<file path="src/rtl/psrv32_pkg.sv">
// ============================================================================
// psrv32_pkg : shared widths and constants for the operand fetch stage
// Revision   : 1.0
// ============================================================================
`default_nettype none

package psrv32_pkg;
    localparam int XLEN       = 32;
    localparam int REG_ADDR_W = 5;
    localparam int NREG       = 32;
    localparam logic [REG_ADDR_W-1:0] X0_IDX = '0;
endpackage

`default_nettype wire

</file>
<file path="src/rtl/operand_fetch_regfile_2r1w.sv">
// ============================================================================
// regfile_2r1w : two asynchronous read ports, one synchronous write port,
//                x0 reads as zero and ignores writes
// Revision     : 1.0
// ============================================================================
`default_nettype none

module regfile_2r1w #(
    parameter int XLEN = psrv32_pkg::XLEN,
    parameter int NREG = psrv32_pkg::NREG
) (
    input  logic                                clk_i,
    input  logic                                reset_i,
    input  logic                                we_i,
    input  logic [psrv32_pkg::REG_ADDR_W-1:0]   waddr_i,
    input  logic [XLEN-1:0]                     wdata_i,
    input  logic [psrv32_pkg::REG_ADDR_W-1:0]   raddr1_i,
    output logic [XLEN-1:0]                     rdata1_o,
    input  logic [psrv32_pkg::REG_ADDR_W-1:0]   raddr2_i,
    output logic [XLEN-1:0]                     rdata2_o
);
    import psrv32_pkg::*;

    logic [XLEN-1:0] mem_q [NREG];
    logic [XLEN-1:0] mem_d [NREG];

    always_comb begin
        mem_d = mem_q;
        if (we_i && (waddr_i != X0_IDX)) begin
            mem_d[waddr_i] = wdata_i;
        end
    end

    always_ff @(posedge clk_i or negedge reset_i) begin
        if (!reset_i) begin
            for (int i = 0; i < NREG; i++) begin
                mem_q[i] <= '0;
            end
        end else begin
            mem_q <= mem_d;
        end
    end

    assign rdata1_o = (raddr1_i == X0_IDX) ? '0 : mem_q[raddr1_i];
    assign rdata2_o = (raddr2_i == X0_IDX) ? '0 : mem_q[raddr2_i];

endmodule

`default_nettype wire

</file>
<file path="src/rtl/operand_fetch.sv">
// ============================================================================
// operand_fetch : register read with writeback bypass, pending-write
//                 scoreboard and a one-entry valid/ready output register
// Revision      : 1.0
// ============================================================================
`default_nettype none

module operand_fetch #(
    parameter int XLEN = psrv32_pkg::XLEN,
    parameter int NREG = psrv32_pkg::NREG
) (
    input  logic                                clk_i,
    input  logic                                reset_i,
    input  logic                                id_valid_i,
    output logic                                id_ready_o,
    input  logic [psrv32_pkg::REG_ADDR_W-1:0]   rs1_i,
    input  logic [psrv32_pkg::REG_ADDR_W-1:0]   rs2_i,
    input  logic [psrv32_pkg::REG_ADDR_W-1:0]   rd_i,
    input  logic                                rd_we_i,
    input  logic                                wb_we_i,
    input  logic [psrv32_pkg::REG_ADDR_W-1:0]   wb_rd_i,
    input  logic [XLEN-1:0]                     wb_data_i,
    output logic                                ex_valid_o,
    input  logic                                ex_ready_i,
    output logic [XLEN-1:0]                     rs1_data_o,
    output logic [XLEN-1:0]                     rs2_data_o,
    output logic [psrv32_pkg::REG_ADDR_W-1:0]   ex_rd_o,
    output logic                                ex_rd_we_o
);
    import psrv32_pkg::*;

    logic [XLEN-1:0]       rf_rs1;
    logic [XLEN-1:0]       rf_rs2;
    logic [XLEN-1:0]       rs1_val;
    logic [XLEN-1:0]       rs2_val;
    logic [NREG-1:0]       pending_q, pending_d;
    logic [NREG-1:0]       clr_mask, set_mask, eff_pending;
    logic                  hazard;
    logic                  accept;

    logic                  ex_valid_q, ex_valid_d;
    logic [XLEN-1:0]       rs1_data_q, rs1_data_d;
    logic [XLEN-1:0]       rs2_data_q, rs2_data_d;
    logic [REG_ADDR_W-1:0] ex_rd_q, ex_rd_d;
    logic                  ex_rd_we_q, ex_rd_we_d;

    regfile_2r1w #(
        .XLEN (XLEN),
        .NREG (NREG)
    ) u_regfile (
        .clk_i    (clk_i),
        .reset_i  (reset_i),
        .we_i     (wb_we_i),
        .waddr_i  (wb_rd_i),
        .wdata_i  (wb_data_i),
        .raddr1_i (rs1_i),
        .rdata1_o (rf_rs1),
        .raddr2_i (rs2_i),
        .rdata2_o (rf_rs2)
    );

    // A register being written back this cycle is already resolved.
    always_comb begin
        clr_mask = '0;
        if (wb_we_i && (wb_rd_i != X0_IDX)) begin
            clr_mask[wb_rd_i] = 1'b1;
        end
        eff_pending = pending_q & ~clr_mask;
        hazard = ((rs1_i != X0_IDX) && eff_pending[rs1_i])
              || ((rs2_i != X0_IDX) && eff_pending[rs2_i])
              || (rd_we_i && (rd_i != X0_IDX) && eff_pending[rd_i]);
    end

    assign id_ready_o = !hazard && (!ex_valid_q || ex_ready_i);
    assign accept     = id_valid_i && id_ready_o;

    always_comb begin
        rs1_val = rf_rs1;
        if (rs1_i == X0_IDX) begin
            rs1_val = '0;
        end else if (wb_we_i && (wb_rd_i == rs1_i)) begin
            rs1_val = wb_data_i;
        end
        rs2_val = rf_rs2;
        if (rs2_i == X0_IDX) begin
            rs2_val = '0;
        end else if (wb_we_i && (wb_rd_i == rs2_i)) begin
            rs2_val = wb_data_i;
        end
    end

    // OR-ing the set after the clear lets a new issue win over a same-cycle writeback.
    always_comb begin
        set_mask = '0;
        if (accept && rd_we_i && (rd_i != X0_IDX)) begin
            set_mask[rd_i] = 1'b1;
        end
        pending_d = (pending_q & ~clr_mask) | set_mask;
    end

    always_comb begin
        ex_valid_d = ex_valid_q;
        rs1_data_d = rs1_data_q;
        rs2_data_d = rs2_data_q;
        ex_rd_d    = ex_rd_q;
        ex_rd_we_d = ex_rd_we_q;
        if (accept) begin
            ex_valid_d = 1'b1;
            rs1_data_d = rs1_val;
            rs2_data_d = rs2_val;
            ex_rd_d    = rd_i;
            ex_rd_we_d = rd_we_i;
        end else if (ex_ready_i) begin
            ex_valid_d = 1'b0;
        end
    end

    always_ff @(posedge clk_i or negedge reset_i) begin
        if (!reset_i) begin
            pending_q  <= '0;
            ex_valid_q <= 1'b0;
            rs1_data_q <= '0;
            rs2_data_q <= '0;
            ex_rd_q    <= '0;
            ex_rd_we_q <= 1'b0;
        end else begin
            pending_q  <= pending_d;
            ex_valid_q <= ex_valid_d;
            rs1_data_q <= rs1_data_d;
            rs2_data_q <= rs2_data_d;
            ex_rd_q    <= ex_rd_d;
            ex_rd_we_q <= ex_rd_we_d;
        end
    end

    assign ex_valid_o = ex_valid_q;
    assign rs1_data_o = rs1_data_q;
    assign rs2_data_o = rs2_data_q;
    assign ex_rd_o    = ex_rd_q;
    assign ex_rd_we_o = ex_rd_we_q;

endmodule

`default_nettype wire

</file>
<file path="config.mk">
export PLATFORM = sky130hd
export DESIGN_NAME = operand_fetch
export DESIGN_NICKNAME = d
export VERILOG_FILES = /design/src/rtl/psrv32_pkg.sv /design/src/rtl/operand_fetch_regfile_2r1w.sv /design/src/rtl/operand_fetch.sv
export SDC_FILE = /design/constraint.sdc
export NUM_CORES = 2
export LEC_CHECK = 0
export CAP_MARGIN = 10
export CORE_ASPECT_RATIO = 0.9
export CORE_MARGIN = 10
export CORE_UTILIZATION = 55
export DETAILED_ROUTE_END_ITERATION = 16
export PLACE_DENSITY = 0.75
export SKIP_CTS_REPAIR_TIMING = 1
export SYNTH_ARGS = -nofsm -noshare
export SYNTH_HDL_FRONTEND = slang
export SYNTH_SLANG_ARGS = --single-unit
</file>
<file path="constraint.sdc">
create_clock -name clk_i -period 2.6 [get_ports clk_i]
set_input_delay 0.52 -clock clk_i [delete_from_list [all_inputs] [get_ports clk_i]]
set_output_delay 0.52 -clock clk_i [all_outputs]
set_load 0.005 [all_outputs]
</file>
==> impl_metrics.tcl <==
set metrics [dict create \
    synth_most_common_cell "dfrtp_1" \
    nets 4309 \
    insertion_delay_ns 0.72 \
    violations "setup timing" \
    die_w_um 368 \
    final-seq-area_mm2 0.0282 \
    worst_slack_ns -0.458 \
    synth_commonest_cells "dfrtp_1 (1,127), mux2_2 (1,014), mux4_2 (564)" \
    required_ns 2.08 \
    synthArstFlopShare_pct 100 \
    ys.flop_type "dfrtp_1" \
    final-setup-viol-count 100 \
    worst-path-max-fanout 4 \
    hpwl_um 116000 \
    n_antenna_cell 0 \
    crit_family "compound AO/OA/AOI/OAI gates" \
    p_leak_nw 31.3 \
    dieArea_mm2 0.122 \
    synth_area_per_cell_um2 15.2 \
    power_switching_mw 14.6 \
    start_kind "flop" \
    synth.cell_area_mm2 0.0598 \
    yosysWarnings 0 \
    crit_arrival_ns 2.54 \
    overflow 0 \
    hold_slack_ns 0.337 \
    design.portCount 130 \
    power_density_mw_per_mm2 751 \
    finalClockSkew_ns 0.0256 \
    grt_pass1_vias 40856 \
    p_comb_share_pct 24.1 \
    hold_viol 0 \
    cts_tree "done" \
    p_sw_share_pct 27.0 \
    start_util_pct 55.6 \
    wire_per_inst_um 32.6 \
    grt_max_degree 99 \
    viasPerCell 6.95 \
    portBuffers 129 \
    relSlewSlack_pct 29.9 \
    drt_iter0_markers 4635 \
    synthTopCellsByArea "dfrtp_1 (47%), mux4_2 (21%), mux2_2 (19%)" \
    fp.coreArea_mm2 0.108 \
    synth_top_area_share_pct 47.1 \
    clockBufferDepth 3 \
    hold_class "input port to flop" \
    ys_ff_latch 1127 \
    groute.usage.overall_pct 29.9 \
    firstDrtPassIters 7 \
    path_cells "o21ai_1, mux4_2, o22a_1, a21oi_2, o31ai_4, and3_4, buf_6" \
    worst-path-buf-inv 1 \
    synth_cells 3937 \
    clk_pin_slew_ns 0.06 \
    std_cell_rows 114 \
    end_kind "output port" \
    cts_made_buffers 115 \
    power_frac_clock_pct 31.9 \
    dieHeight_um 333 \
    max_freq_mhz 327 \
    ys_types 69 \
    drv_slew 0 \
    antenna_found_initial 0 \
    worst_slew_pin_slew_ns 1.05 \
    pre_cts_ws_ns -1.42 \
    ant_nets 0 \
    synth_nets 3995 \
    grt_pass1_wl_um 276000 \
    route.vias.total 40234 \
    fin_crit_ns 3.06 \
    drive_gt1_share_pct 56.7 \
    multi_input_area_mm2 0.0308 \
    fin_crit_sh_pct 118 \
    peakVddDrop_v 0.000580 \
    place_congestion 0.900 \
    yosysTopAreaCell "dfrtp_1" \
    power.internal_mw 39.5 \
    synth-edff-count 0 \
    max_stage_delay_ns 0.53 \
    rsz0062_at_grt "yes" \
    wirelength_um 189000 \
    cts-root-buf "clkbuf_16" \
    htree_num_levels 3 \
    outcome "finished, violations left" \
    numClockSinks 1127 \
    syn_to_final_growth_pct 20.4 \
    path_class "flop to output port" \
    pwr-share-seq_pct 43.9 \
    nFillCells 7307 \
    maxCapViolCount 0 \
    drc 0 \
    yosysSeqAreaShare_pct 47.1 \
    cp_slowest_cell "mux4_2" \
]
[worst register-to-register path: cells and delay by family (launching register included)]
family	cells	cell delay [ns]
AOI/OAI and AO/OA	3	0.42
buffers and inverters	6	0.96
DFF	1	0.38
muxes	1	0.30
and+or+nand+nor	3	0.62
[placed cells by master, fill, tap and decap left out, types with 34 or more instances in the layout]
cell type	n
dfrtp_1	1127
mux2_2	992
mux4_2	564
buf_4	362
mux2i_1	174
buf_12	142
clkbuf_16	125
clkdlybuf4s50_1	106
nor2_1	97
mux2_4	70
a211oi_1	65
a221oi_1	37
a22oi_1	34
clkbuf_8	34
[logic make-up (layout without fill, tap and decap cells)]
group / Yosys count / in the layout / synth area share (%)
flops: 1127 / 1127 / 47.1
buf+inv: 466 / 871 / 3.10
xor+xnor: 10 / 10 / 0.146
simple gates: 232 / 232 / 1.83
compound gates: 301 / 301 / 3.66
mux: 1801 / 1801 / 44.1
[power groups by stage]
stage,clock [mW],combinational (mW),sequential (mW)
floorplan,0,8.41,23.0
global placement,0,12.2,23.6
detailed placement,0,12.5,23.9
CTS,17.4,12.6,23.6
global route,18.1,13.8,24.1
finish,17.3,13.0,23.8
[through the flow]
stage,cell area (um^2),power (mW),utilization (%),TNS [ns],std cells
global placement,67000,35.8,62.2,-274.59,5554
detailed placement,67000,36.4,62.2,-294.63,5554
floorplan,60300,31.5,-,-10.16,3937
global route,72000,56.1,66.9,-15.72,5792
CTS,70900,53.6,65.8,-45.97,5762
finish,72000,54.1,66.9,-10.21,5792
[sequential cells by signal (all words and copies together) (netlist names)]
signal,count
ex_valid_o,1
rs2_data_o,32
pending_q,32
ex_rd_we_o,1
rs1_data_o,32
ex_rd_o,5
u_regfile.mem_q,1024
[cell type report]
cell class                 instances  share of cell area [%]
multi-input combinational       2344                    42.8
sequential                      1127                    39.2
timing repair buffer             650                    10.0
clock buffer                     177                    4.85
tap                             1450                    2.52
clock inverter                    31                   0.585
inverter                          13                  0.0764
[worst paths after layout]
kind | start | to | slack [ns] | cells past startpoint
worst max-delay path | pending_q[5] | id_ready_o | -0.46 | 7
worst min-delay path | rd_i[4] | ex_rd_o[4] | 0.34 | 2
worst max register to register | pending_q[16] | rs1_data_o[19] | -0.18 | 13
worst min register to register | u_regfile.mem_q[1016] | u_regfile.mem_q[1016] | 0.40 | 0
max in group asynchronous | reset_i | u_regfile.mem_q[548] | 1.27 | 3
min in group asynchronous | reset_i | rs1_data_o[31] | 0.39 | 2
[metal layers]
layer | share of wire (%) | track usage [%]
met5 | 0 | 0
met4 | 3.8 | 10.2
met1 | 41 | 42.4
met2 | 46 | 45.3
met3 | 9.8 | 7.27
No activity file was read; power rests on OpenSTA's default activity.
